==> src/rtl/inject_pkg.sv <==
// Shared definitions for the injecting round-robin burst arbiter.
package inject_pkg;

  localparam int N_DEF        = 4;
  localparam int W_DEF        = 8;
  localparam int MAXBURST_DEF = 4;

  typedef enum logic {
    IDLE  = 1'b0,
    BURST = 1'b1
  } state_t;

endpackage

==> src/rtl/inject_arb_rr_pick.sv <==
// Circular first-set picker: finds the first asserted req at or after rr_ptr,
// wrapping from N-1 back to 0.
module rr_pick #(
  parameter int N  = 4,
  parameter int IW = $clog2(N)
) (
  input  logic [N-1:0]  req,
  input  logic [IW-1:0] rr_ptr,
  output logic [IW-1:0] index,
  output logic          found
);

  logic [IW:0] k;

  // Walk the requesters starting at rr_ptr; the first hit wins.
  always_comb begin
    index = '0;
    found = 1'b0;
    k     = '0;
    for (int i = 0; i < N; i++) begin
      k = {1'b0, rr_ptr} + (IW+1)'(i);
      if (k >= (IW+1)'(N)) begin
        k = k - (IW+1)'(N);
      end
      if (!found && req[k[IW-1:0]]) begin
        found = 1'b1;
        index = k[IW-1:0];
      end
    end
  end

endmodule

==> src/rtl/inject_arb.sv <==
// Round-robin burst arbiter with an OR-injection mask on the outgoing data.
// A grant lasts until a beat with o_last transfers or the granted requester
// drops req; either way one IDLE cycle follows before the next grant.
module inject_arb
  import inject_pkg::*;
#(
  parameter  int N        = N_DEF,
  parameter  int W        = W_DEF,
  parameter  int MAXBURST = MAXBURST_DEF,
  localparam int IW       = $clog2(N),
  localparam int CW       = $clog2(MAXBURST) + 1
) (
  input  logic             clk,
  input  logic             rst_n,
  input  logic [N-1:0]     req,
  input  logic [N*W-1:0]   data,
  input  logic [N-1:0]     last,
  input  logic [W-1:0]     inj_mask,
  input  logic             o_ready,
  output logic [N-1:0]     grant,
  output logic             o_valid,
  output logic [W-1:0]     o_data,
  output logic             o_last,
  output logic [IW-1:0]    o_src,
  output logic             state_dbg,
  output logic [CW-1:0]    count_dbg,
  output logic [IW-1:0]    rr_ptr_dbg
);

  // Handshake: a beat transfers on a rising edge where o_valid && o_ready.
  // o_valid follows req of the granted port; while o_ready is low the grant,
  // source, count and data source stay put, so o_data is stable as long as the
  // granted requester holds its data.

  state_t          state_q, state_d;
  logic [N-1:0]    grant_q;
  logic [IW-1:0]   src_q;
  logic [IW-1:0]   rr_ptr_q;
  logic [CW-1:0]   count_q;

  logic [W-1:0]    data_arr [N];
  logic [IW-1:0]   pick_idx;
  logic            pick_found;
  logic            cnt_at_max;
  logic            xfer;
  logic            abandon;
  logic            burst_end;
  logic [IW-1:0]   next_ptr;

  for (genvar g = 0; g < N; g++) begin : g_unpack
    assign data_arr[g] = data[g*W +: W];
  end

  rr_pick #(
    .N  (N),
    .IW (IW)
  ) u_rr_pick (
    .req    (req),
    .rr_ptr (rr_ptr_q),
    .index  (pick_idx),
    .found  (pick_found)
  );

  assign cnt_at_max = (count_q == CW'(MAXBURST - 1));
  assign xfer       = o_valid & o_ready;
  assign abandon    = (state_q == BURST) & ~req[src_q];
  assign burst_end  = abandon | (xfer & o_last);
  assign next_ptr   = (src_q == IW'(N - 1)) ? '0 : src_q + IW'(1);

  // State register.
  always_ff @(posedge clk or negedge rst_n) begin
    if (!rst_n) begin
      state_q <= IDLE;
    end else begin
      state_q <= state_d;
    end
  end

  // Next state: start a burst when anyone requests, leave it on last/abandon.
  always_comb begin
    state_d = state_q;
    case (state_q)
      IDLE:    if (pick_found) state_d = BURST;
      BURST:   if (burst_end)  state_d = IDLE;
      default: state_d = IDLE;
    endcase
  end

  // Beat outputs, combinational from the granted port; quiet outside BURST.
  always_comb begin
    o_valid = 1'b0;
    o_data  = '0;
    o_last  = 1'b0;
    if (state_q == BURST) begin
      o_valid = req[src_q];
      if (o_valid) begin
        o_data = data_arr[src_q] | inj_mask;
        o_last = last[src_q] | cnt_at_max;
      end
    end
  end

  // Grant, source, beat count and round-robin pointer bookkeeping.
  always_ff @(posedge clk or negedge rst_n) begin
    if (!rst_n) begin
      grant_q  <= '0;
      src_q    <= '0;
      count_q  <= '0;
      rr_ptr_q <= '0;
    end else begin
      case (state_q)
        IDLE: begin
          if (pick_found) begin
            grant_q <= {{(N-1){1'b0}}, 1'b1} << pick_idx;
            src_q   <= pick_idx;
            count_q <= '0;
          end
        end
        BURST: begin
          if (burst_end) begin
            grant_q  <= '0;
            count_q  <= '0;
            rr_ptr_q <= next_ptr;
          end else if (xfer) begin
            count_q <= count_q + CW'(1);
          end
        end
        default: begin
          grant_q <= '0;
          count_q <= '0;
        end
      endcase
    end
  end

  assign grant      = grant_q;
  assign o_src      = src_q;
  assign state_dbg  = (state_q == BURST);
  assign count_dbg  = count_q;
  assign rr_ptr_dbg = rr_ptr_q;

endmodule
==> config.mk <==
export PLATFORM = sky130hd
export DESIGN_NAME = inject_arb
export DESIGN_NICKNAME = d
export VERILOG_FILES = /design/src/rtl/inject_pkg.sv /design/src/rtl/inject_arb_rr_pick.sv /design/src/rtl/inject_arb.sv
export SDC_FILE = /design/constraint.sdc
export NUM_CORES = 1
export LEC_CHECK = 0
export CAP_MARGIN = 15
export CORE_AREA = 2 2 57 59
export DETAILED_ROUTE_END_ITERATION = 8
export DIE_AREA = 0 0 59 61
export GPL_TIMING_DRIVEN = 0
export PLACE_DENSITY = 0.85
export SLEW_MARGIN = 20
export SYNTH_ARGS = -nofsm -noshare
export SYNTH_HDL_FRONTEND = slang
export SYNTH_HIERARCHICAL = 1
export SYNTH_SLANG_ARGS = --single-unit
==> constraint.sdc <==
create_clock -name clk -period 2.4 [get_ports clk]
set_input_delay 0.48 -clock clk [delete_from_list [all_inputs] [get_ports clk]]
set_output_delay 0.48 -clock clk [all_outputs]
set_load 0.005 [all_outputs]
## Yosys cells after proc, flatten, opt, wreduce, memory -nomap -nowiden

Index checks and enable logic that the tools add are counted.

- $add $sub $neg: 9
- Magnitude comparators: 10
- Equal/unequal tests: 5
- Shift operators: 1
- Muxes and demuxes: 43
- Bitwise operators: 9
- Reductions and logical operators: 10

Operators with widths:

| kind | number |
|---|---|
| $mux 8 | 4 |
| $mux 2 | 9 |
| $bmux 8 s2 | 1 |
| $lt 2x3->1 const B | 5 |
| $mux 1 | 15 |
| $bmux 1 s2 | 6 |
| $ge 3x3->1 const B | 4 |
| $mux 3 | 3 |
| $mux 4 | 2 |
| $or 8x8->8 | 1 |
| $pmux 4 s2 | 1 |
| $reduce_and 2->1 | 4 |
| $sub 2x1->2 const B | 4 |
| $add 2x2->3 const B | 2 |
| $pmux 3 s2 | 1 |
| $shl 1x2->4 const A | 1 |
| $add 2x1->3 const B | 1 |
| $add 3x1->3 const B | 1 |
| $and 1x1->1 | 3 |
| $eq 3x2->1 const B | 1 |
| $ge 2x3->1 const B | 1 |
| $logic_and 1x1->1 | 3 |
| $logic_not 1->1 | 3 |
| $ne 3x1->1 const B | 1 |
| other kinds (8) | 10 |

- Flip-flop bits (word level): 12
- Logic and storage cells: 92

## Logic depth before layout (Yosys ltp)

- Depth after elaboration: 17
- Depth in mapped cells: 6

## Cells and area by module

Netlist, hierarchy kept.

Modules (own cells, without submodules):

| module | times used | cells an instance | area each (µm²) | seq. area each (µm²) |
|---|---|---|---|---|
| inject_arb | 1 | 85 | 865.8 | 300.3 |
| rr_pick | 1 | 15 | 77.6 | 0.0 |

## Worst setup path after synthesis

No wires, ideal clock.

- Path kind: register -> output
- Start point: register src_q[0] (netlist: o_src[0])
- End point: output o_data[0]
- Data arrival time: 1.417 ns
- Path slack: 0.503 ns
- Cell stages (with the launch flop): 5
- Cell sequence: dfrtp_1 buf_2 mux4_2 nor2_1 nor2_1

- Longest elaborated chain between the ends: 7

Ends and longest elaborated chain:

| item | RTL line | source |
|---|---|---|
| start: declaration | inject_arb.sv:37 | `logic [IW-1:0] src_q;` |
| start signal: assignment | inject_arb.sv:115 | `src_q <= pick_idx;` |
| $not 2->3 (implied by the code) | inject_arb.sv:97 | `o_data = data_arr[src_q] \| inj_mask;` |
| $bmux 8 s2 | inject_arb.sv:97 |  |
| $mux 8 (implied by the code) (2 in a row) | inject_arb.sv:97 |  |
| $or 8x8->8 | inject_arb.sv:97 |  |
| $mux 8 (*) | inject_arb.sv:96 | `if (o_valid) begin` |
| $mux 8 (*) | inject_arb.sv:94 | `if (state_q == BURST) begin` |
| end: declaration | inject_arb.sv:22 | `output logic [W-1:0] o_data,` |

Mark *: on every way between the ends. The rest lies on a longest branch, timed or not. The select of a mux whose other input is x is not followed.

## Final worst setup path

- Start point: input req[3]
- End point: output o_data[4]

- Longest elaborated chain between the ends: 4

Ends and longest elaborated chain:

| item | RTL line | source |
|---|---|---|
| start: declaration | inject_arb.sv:15 | `input logic [N-1:0] req,` |
| $bmux 1 s2 | inject_arb.sv:95 | `o_valid = req[src_q];` |
| $mux 1 (implied by the code) | inject_arb.sv:95 |  |
| $mux 8 | inject_arb.sv:96 |  |
| $mux 8 | inject_arb.sv:94 |  |

No other way between the ends. The select of a mux whose other input is x is not followed.

==> run metrics <==
CP max FO 5; fill cell count 229; area delta synth->final 96.9%; worst slew pin tran 0.566 ns; first-pass GRT wire length 5290 µm; register area just over 300 µm²; Routability Congestion 0.796; switching share of power 37.7%; Root Buffer clkbuf_4; Final Non-Filler Cells 221; via count between 1,000 and 1,500; flops & latches, synth 12; Tmin final roughly 2.4 ns; syn nets 154; Total Nets Final 244; CTS tree done; endpoints failing setup 0; most common cell after layout, fill and taps aside clkdlybuf4s50_1; Worst setup EP type output pin; gr ovfl total 0; footprint of the multi-input gates 611 µm²; Startpoint Class input pin; CTS buffer count 3; Critical Path AT around 1.9 ns; logic gate share of total power 71.8%; vias per std cell 5.26; post-DR wirelength/cell 16.3 µm; Reg clk slew, reported paths 0.07 ns; Die Wd 59 µm; CP required 1.92 ns; Slew HR 62.1%; number of global-route vias before repair 1,136; Die Ht 61 µm; Die ar. 3600 µm²; fraction of layout cells with a size suffix above 1 20.7%; Tcrit/Tclk final a little over nine tenths; status complete, no violations; synthesized cell area ~940 µm²; Mapped Cells 100; Reg power frac 21.5%; most frequent cells in the layout 58 x clkdlybuf4s50_1, 18 x nor2_1; n_diodes 0; PD cells 948 nW/µm²; CTS sink cnt 12; initial core utilization 31.9%; sw power between 600 and 700 µW; row count 20; flop2flop setup slack between 0.3 and 0.4 ns; antenna-violating nets left 0; max-cap viol count 0; Int Power 1100 µW; Cell Area, Placed 1710 µm²; Final TNS setup 0 ns; Synth cell types 23; post-detail-place hpwl 2720 µm; H-tree lvl count 1; Peak VDD IR 0.465 mV; Hold/Removal Path Class reg -> reg; Yosys warnings 6; final hold vios 0; Synth area leaders dfrtp_1 32%, mux4_2 21%, nor2_1 8.8%, nand2_1 4.4%, ha_1 4.0%; Buffers on Ports 72; GRT Overall Usage 19.5%; Total Routed Length 3590 µm; max frequency 424 MHz; Clock Skews 0.000608 ns; Seq/Total Area, Yosys 31.8%; final instance area 1860 µm²; Detailed Routing Iterations Pass 1 4; Clock power frac 6.6%; hold slack 0.525 ns; Remaining DRCs 0; CP Class in -> out; Slew Limit Fails 0; leakage power total 0.000845 µW; CTS max path bufs 2; post-synth top area share approximately a third; Hold Buf Count CTS 0; worst skew pair latency 0.26 ns; Core ar. between 2000 and 3000 µm²; fin util between 60% and 70%; initial antenna violation count 0; area leader, netlist dfrtp_1; I/O pins 73; largest net degree at the start of global routing 13; Avg Inst Size Synth approximately 9.4 µm²; dpl cells 205; initial DRC count 43
worst max-delay path, cell delays in order:
cell	delay, ns
dlygate4sd2_1	0.28
mux4_2	0.55
buf_4	0.17
nand2_4	0.08
nor2_1	0.07
dlygate4sd2_1	0.26
per-layer routing:
metal	track usage, %	vias to the layer above	routed length (µm)	part of all wire [%]
li1	-	537	-	-
met1	21.8	547	1380	38
met2	37.0	74	1840	51
met3	5.12	4	347	9.7
met4	4.87	0	26	0.72
met5	0	-	0	0
registers in the layout, summed over array words and instances, names as in the netlist:
register and cells:
state_dbg 1, rr_ptr_dbg 2, grant 4, o_src 2
count_dbg 3
through the flow:
| stage | setup slack [ns] | power, µW |
|---|---|---|
| floorplan | 0.503 | 947 |
| detailed placement | -0.376 | 1470 |
| global placement | -0.341 | 1430 |
| CTS | -0.0107 | 1660 |
| finish | 0.0403 | 1760 |
| global route | -0.00186 | 1890 |
final timing paths:
check                             start       endpoint  depth (start not counted)
setup / recovery                 req[3]      o_data[4]                          6
hold / removal             count_dbg[2]   count_dbg[2]                          2
setup reg to reg               o_src[0]  rr_ptr_dbg[1]                          5
hold reg to reg            count_dbg[2]   count_dbg[2]                          2
max in group asynchronous         rst_n       o_src[0]                          1
min in group asynchronous         rst_n       grant[0]                          1
timing repair:
action | in CTS | in global routing
pin swaps | 3 | 2
endpoints found under the setup margin | 10 | 5
buffers inserted | 5 | 7
hold endpoints to repair | 0 | 0
gates cloned | 1 | 0
gates resized for setup | 21 | 7
cell usage after synthesis:
cell type,number
inv_1,10
buf_2,2
dfrtp_1,12
a21oi_1,4
ha_1,3
o221ai_1,1
nand2_2,1
mux2i_1,2
a31o_2,1
o21ai_0,6
inv_2,2
o22ai_4,1
nor2b_1,1
nand3_1,2
clkbuf_1,1
a22o_1,1
mux4_2,9
nand2_1,11
nor2_1,22
mux2_4,2
a221o_1,1
o32ai_1,4
nand2b_1,1
cells by family (layout without fill, tap and decap cells):
group	after synthesis	after routing	share of synthesized area, %
multiplexers	13	13	26.8
adder cells (fa/ha/maj)	3	3	3.98
AND/OR/NAND/NOR	38	39	16.2
buffers and inverters	15	102	6.23
flip-flops	12	12	31.8
AO/OA/AOI/OAI	19	19	15.0
power by group through the flow:
| stage | clock [µW] | sequential, µW | combinational (µW) |
|---|---|---|---|
| floorplan | 0 | 363 | 584 |
| global placement | 0 | 369 | 1060 |
| detailed placement | 0 | 374 | 1090 |
| CTS | 121 | 376 | 1170 |
| global route | 128 | 390 | 1370 |
| finish | 117 | 379 | 1270 |
area by class of cell:
| cell class | instances | area share (%) |
|---|---|---|
| repair buffers | 84 | 43.4 |
| multi-input cells | 74 | 32.9 |
| flip-flops and latches | 12 | 16.2 |
| inverters | 12 | 2.42 |
| well taps | 33 | 2.22 |
| plain buffers | 3 | 1.68 |
| clock buffers | 3 | 1.21 |
(Power assumes the default switching activity.)
